--- src/rtl/mdu_riscv.sv ---
// MDU_RISCV: iterative RISC-V M-extension multiply/divide unit, one result bit per cycle.
// Optional macro MDU_EARLY_OUT_EN: zero-operand multiplies and small unsigned divides finish one edge after accept.
//
// state | meaning
// IDLE  | ready to accept a request
// CALC  | iterating, or resolving a special case on the first cycle
// DONE  | result held on result_o/dz_o until ready_i
module mdu_riscv #(
    parameter int XLEN = 32
) (
    input  logic            clk,
    input  logic            rst_n,
    input  logic            valid_i,
    output logic            ready_o,
    input  logic [2:0]      op_i,
    input  logic [XLEN-1:0] a_i,
    input  logic [XLEN-1:0] b_i,
    input  logic            kill_i,
    output logic            valid_o,
    input  logic            ready_i,
    output logic [XLEN-1:0] result_o,
    output logic            dz_o
);
    localparam int CW = $clog2(XLEN + 1);
    localparam logic [2:0] OP_MUL    = 3'd0;
    localparam logic [2:0] OP_MULH   = 3'd1;
    localparam logic [2:0] OP_MULHSU = 3'd2;
    localparam logic [2:0] OP_MULHU  = 3'd3;
    localparam logic [2:0] OP_DIV    = 3'd4;
    localparam logic [2:0] OP_DIVU   = 3'd5;
    localparam logic [2:0] OP_REM    = 3'd6;
    localparam logic [2:0] OP_REMU   = 3'd7;
    localparam logic [XLEN-1:0]   ONE  = {{(XLEN-1){1'b0}}, 1'b1};
    localparam logic [2*XLEN-1:0] ONE2 = {{(2*XLEN-1){1'b0}}, 1'b1};
    localparam logic [XLEN-1:0]   MINV = {1'b1, {(XLEN-1){1'b0}}};

    typedef enum logic [1:0] {IDLE, CALC, DONE} state_t;
    state_t state_q, state_d;

    logic [2:0]        op_q;
    logic [XLEN-1:0]   a_q, b_q;
    logic [2*XLEN-1:0] acc_q;
    logic [CW-1:0]     cnt_q;

    function automatic logic sgn_a(input logic [2:0] op);
        return (op == OP_MULH) || (op == OP_MULHSU) || (op == OP_DIV) || (op == OP_REM);
    endfunction

    function automatic logic sgn_b(input logic [2:0] op);
        return (op == OP_MULH) || (op == OP_DIV) || (op == OP_REM);
    endfunction

    function automatic logic [XLEN-1:0] mag(input logic [XLEN-1:0] x, input logic s);
        return (s && x[XLEN-1]) ? (~x + ONE) : x;
    endfunction

    logic              is_div, a_neg, b_neg, accept;
    logic [XLEN-1:0]   mb, quo, rem, fin_res, spec_res;
    logic              spec_hit, spec_dz;
    logic [XLEN:0]     mul_sum, div_sh, div_sub;
    logic [2*XLEN-1:0] mul_next, div_next, prod;

    assign is_div = op_q[2];
    assign a_neg  = sgn_a(op_q) & a_q[XLEN-1];
    assign b_neg  = sgn_b(op_q) & b_q[XLEN-1];
    assign mb     = mag(b_q, sgn_b(op_q));

    // acc holds {partial product high, multiplier} or {remainder, dividend/quotient}
    assign mul_sum  = {1'b0, acc_q[2*XLEN-1:XLEN]} + {1'b0, (acc_q[0] ? mb : {XLEN{1'b0}})};
    assign mul_next = {mul_sum, acc_q[XLEN-1:1]};
    assign div_sh   = acc_q[2*XLEN-1:XLEN-1];
    assign div_sub  = div_sh - {1'b0, mb};
    assign div_next = div_sub[XLEN] ? {div_sh[XLEN-1:0], acc_q[XLEN-2:0], 1'b0}
                                    : {div_sub[XLEN-1:0], acc_q[XLEN-2:0], 1'b1};

    assign prod = (a_neg ^ b_neg) ? (~acc_q + ONE2) : acc_q;
    assign quo  = (a_neg ^ b_neg) ? (~acc_q[XLEN-1:0] + ONE) : acc_q[XLEN-1:0];
    assign rem  = a_neg ? (~acc_q[2*XLEN-1:XLEN] + ONE) : acc_q[2*XLEN-1:XLEN];

    always_comb begin
        fin_res = '0;
        case (op_q)
            OP_MUL:                        fin_res = prod[XLEN-1:0];
            OP_MULH, OP_MULHSU, OP_MULHU:  fin_res = prod[2*XLEN-1:XLEN];
            OP_DIV, OP_DIVU:               fin_res = quo;
            OP_REM, OP_REMU:               fin_res = rem;
            default:                       fin_res = '0;
        endcase
    end

    // op_q[1] selects remainder, op_q[0] unsigned, among divide ops
    always_comb begin
        spec_hit = 1'b0;
        spec_res = '0;
        spec_dz  = 1'b0;
        if (is_div && (b_q == '0)) begin
            spec_hit = 1'b1;
            spec_dz  = 1'b1;
            spec_res = op_q[1] ? a_q : '1;
        end else if (is_div && !op_q[0] && (a_q == MINV) && (b_q == '1)) begin
            spec_hit = 1'b1;
            spec_res = op_q[1] ? '0 : a_q;
        end
`ifdef MDU_EARLY_OUT_EN
        else if (!is_div && ((a_q == '0) || (b_q == '0))) begin
            spec_hit = 1'b1;
        end else if (is_div && op_q[0] && (a_q < b_q)) begin
            spec_hit = 1'b1;
            spec_res = op_q[1] ? a_q : '0;
        end
`endif
    end

    assign accept = (state_q == IDLE) && valid_i && !kill_i;

    always_comb begin
        state_d = state_q;
        ready_o = (state_q == IDLE);
        valid_o = (state_q == DONE);
        case (state_q)
            IDLE:    if (accept) state_d = CALC;
            CALC:    if (spec_hit || (cnt_q == '0)) state_d = DONE;
            DONE:    if (ready_i) state_d = IDLE;
            default: state_d = IDLE;
        endcase
        if (kill_i) state_d = IDLE;
    end

    always_ff @(posedge clk or negedge rst_n) begin
        if (!rst_n) state_q <= IDLE;
        else        state_q <= state_d;
    end

    always_ff @(posedge clk or negedge rst_n) begin
        if (!rst_n) begin
            op_q     <= '0;
            a_q      <= '0;
            b_q      <= '0;
            acc_q    <= '0;
            cnt_q    <= '0;
            result_o <= '0;
            dz_o     <= 1'b0;
        end else if (accept) begin
            op_q  <= op_i;
            a_q   <= a_i;
            b_q   <= b_i;
            acc_q <= {{XLEN{1'b0}}, mag(a_i, sgn_a(op_i))};
            cnt_q <= CW'(XLEN);
        end else if ((state_q == CALC) && !kill_i) begin
            if (spec_hit) begin
                result_o <= spec_res;
                dz_o     <= spec_dz;
            end else if (cnt_q == '0) begin
                result_o <= fin_res;
                dz_o     <= 1'b0;
            end else begin
                acc_q <= is_div ? div_next : mul_next;
                cnt_q <= cnt_q - CW'(1);
            end
        end
    end
endmodule

--- config.mk ---
export PLATFORM = sky130hd
export DESIGN_NAME = mdu_riscv
export DESIGN_NICKNAME = d
export VERILOG_FILES = /design/src/rtl/mdu_riscv.sv
export SDC_FILE = /design/constraint.sdc
export NUM_CORES = 1
export LEC_CHECK = 0
export ABC_AREA = 1
export CORE_MARGIN = 3
export CORE_UTILIZATION = 35
export DETAILED_ROUTE_END_ITERATION = 8
export PLACE_DENSITY = 0.57
export SLEW_MARGIN = 10
export SYNTH_ARGS = -nofsm -noshare
export SYNTH_HDL_FRONTEND = slang
export SYNTH_SLANG_ARGS = --single-unit
--- constraint.sdc ---
create_clock -name clk -period 3.8 [get_ports clk]
set_input_delay 1.14 -clock clk [delete_from_list [all_inputs] [get_ports clk]]
set_output_delay 1.14 -clock clk [all_outputs]
set_load 0.005 [all_outputs]
==> flow_summary.json <==
{
  "status": "completed",
  "switching_power_uw": 11600,
  "post-route-period-util": 0.973,
  "ys_top_cells_by_count": "nand2_1, nor2_1, inv_1, nand3_1, o21ai_0",
  "clock_skew_ps": 18.2,
  "fp.coreArea_um2": 51600,
  "finalWirelength_um": 79500,
  "maxCapViolations": 0,
  "clockPowerShare": 0.090,
  "pwr-share-comb": 0.739,
  "min_path_type": "reg2reg",
  "drt-initial-drc-count": 2563,
  "cp-start-kind": "register",
  "die-width_um": 235,
  "fmax_mhz": 270,
  "path_clk_slew_ps": 70,
  "clock_path_buffers": 2,
  "r2r.worst_path.cells": 27,
  "worstPathRequired_ps": 4200,
  "crit-reg2reg-launch": "b_q[1]$_DFFE_PN0P_",
  "worst-path-max-fanout": 10,
  "grt_util_all_layers": 0.276,
  "power.total_uw": 20600,
  "htree_num_levels": 4,
  "synth.most_common_cell": "nand2_1",
  "rsz0062_at_grt": "yes",
  "grt_max_degree": 84,
  "synth_warnings": 0,
  "gr-total-overflow": 0,
  "yosysTopAreaCellShare": 0.234,
  "seq_area_um2": 4310,
  "synth.yosys.seq_area_share": 0.234,
  "slew_viol_final": 0,
  "num_io_pins": 107,
  "io_buffer_count": 106,
  "syn_nets": 3373,
  "final_net_count": 3565,
  "via_per_inst": 5.36,
  "synth.largest_area_cell": "dfrtp_1",
  "dieArea_um2": 55200,
  "p_seq_frac": 0.171,
  "start_util": 0.356,
  "async_reset_ff_frac": 1.00,
  "postCtsHoldBufs": 0,
  "cp_slowest_cell": "dfrtp_1",
  "ys_ff_latch": 172,
  "crit_top_cell": "nand2_4",
  "die_h_um": 235,
  "rrSetupSlack_ps": 100,
  "hp-start": "cnt_q[5]$_DFFE_PN0P_",
  "yosys-top-cells-area": "dfrtp_1, nand2_1, nor2_1",
  "cp.arrival_ps": 4100,
  "syn_area_um2": 18400,
  "grt_antenna_before_repair": 1,
  "hpwl_um": 63300,
  "wl_per_cell_um": 19.3,
  "cpLargestDelayFamily": "simple AND/OR/NAND/NOR gates",
  "syn_inst": 3228,
  "setup_viol": 0,
  "ir_drop_v": 0.000456,
  "cts-buffers-inserted": 17,
  "synth.distinct_cells": 45,
  "worst-slew-pin-transition_ps": 847,
  "cp-end-kind": "register",
  "cts_tree": "yes",
  "nFillCells": 5667,
  "hold_depth": 2,
  "avgSynthCellArea_um2": 5.69,
  "worstSetupPathType": "reg2reg",
  "final_util": 0.435,
  "timing.rr.end": "acc_q[53]$_DFFE_PN0P_",
  "numClockSinks": 172,
  "syn2layout_area_growth_pct": 22.2,
  "final-hold-violation-count": 0,
  "holdPathEnd": "cnt_q[5]$_DFFE_PN0P_",
  "place_congestion": 0.999,
  "relSlewSlack": 0.435,
  "vias": 22100,
  "grt_pass1_wl_um": 119000,
  "multiInputGateArea_um2": 12700,
  "powerDensity_nw_per_um2": 920,
  "internal_power_uw": 9000,
  "power_leakage_uw": 0.0111,
  "drc_errors": 0,
  "cp_slowest_stage_delay_ps": 380,
  "period_needed_ps": 3700,
  "grt_pass1_vias": 19800,
  "detail-route-antenna-nets": 0,
  "ys.flop_type": "dfrtp_1",
  "clk_latency_ps": 470,
  "cp_num_buf_inv": 3,
  "swShare": 0.564,
  "synth_edf_count": 0,
  "cts_root_buf": "clkbuf_16",
  "row_count": 83,
  "first_pass_iters": 6,
  "drive_gt1_frac": 0.105
}
power groups by stage:
stage	combinational (µW)	sequential [µW]	clock [µW]
finish	15300	3530	1860
global placement	13800	3500	0
floorplan	8890	3080	0
global route	16700	3580	1960
CTS	13900	3470	1880
detailed placement	13800	3500	0
placed cells by master (no fill, tap or decap), types with 58 or more instances in the layout:
master           instances
nand3_1                323
ha_1                    58
dfrtp_1                171
o21ai_0                196
buf_4                  163
nor2_1                 449
a21oi_1                173
nand2_1                969
clkdlybuf4s50_1        105
inv_1                  358
sequential cells by signal, indices dropped and copies added (netlist names):
signal,cells
state_q,2
result_o,32
dz_o,1
a_q,32
b_q,32
op_q,3
cnt_q,6
acc_q,64
cell type report:
class | count | area share
diodes | 1 | 0.000112
well taps | 680 | 0.0379
flip-flops and latches | 172 | 0.192
inverters | 377 | 0.0634
multi-input cells | 2569 | 0.568
clock inverters | 8 | 0.00485
clock buffers | 24 | 0.0215
repair buffers | 283 | 0.113
how the worst max path moves through the flow:
stage,from,slack (ps),end,depth (start not counted)
6_report,b_q[1]$_DFFE_PN0P_,100,acc_q[53]$_DFFE_PN0P_,27
5_1_grt,b_q[1]$_DFFE_PN0P_,-140,acc_q[39]$_DFFE_PN0P_,26
4_1_cts,b_q[0]$_DFFE_PN0P_,-20,acc_q[53]$_DFFE_PN0P_,26
3_5_place_dp,b_q[0]$_DFFE_PN0P_,-100,acc_q[61]$_DFFE_PN0P_,27
3_3_place_gp,b_q[1]$_DFFE_PN0P_,-60,acc_q[0]$_DFFE_PN0P_,24
2_1_floorplan,b_q[0]$_DFFE_PN0P_,400,acc_q[44]$_DFFE_PN0P_,27
timing repair:
action | CTS | global route
gates cloned | 0 | 2
gates resized for setup | 2 | 168
pin swaps | 0 | 44
setup endpoints to repair | 28 | 33
buffers inserted | 0 | 11
layer usage:
layer	up-vias	track usage	part of all wire
met1	10200	0.417	0.47
met3	120	0.0371	0.076
li1	10800	-	-
met4	0	0.0892	0.032
met2	896	0.404	0.42
met5	-	0	0
cell families (layout without fill, tap and decap cells):
group | count (synthesis) | count (layout) | share of synthesized area
xor+xnor | 55 | 55 | 0.0262
flops | 172 | 172 | 0.234
fa+ha+maj | 73 | 73 | 0.0506
compound gates | 488 | 488 | 0.141
buf+inv | 487 | 692 | 0.106
other cells | 0 | 1 | 0
simple gates | 1953 | 1953 | 0.441
through the flow:
stage               worst slack (ps)  cells  setup TNS, ps  area (µm²)  hold WS (ps)
floorplan                        403   3228              0       18400           451
global placement               -57.3   4068           -812       21100           471
detailed placement             -99.3   4068          -1890       21100           471
CTS                            -21.0   4100          -21.0       21700           486
global route                    -139   4113          -2410       22400           528
finish                           102   4114              0       22400           486
worst min-delay path, delay by kind of cell (launching register included):
kind / cells / cell delay, ps
simple gates: 2 / 110
flops: 1 / 340
Power figures use the tool's default switching activity.
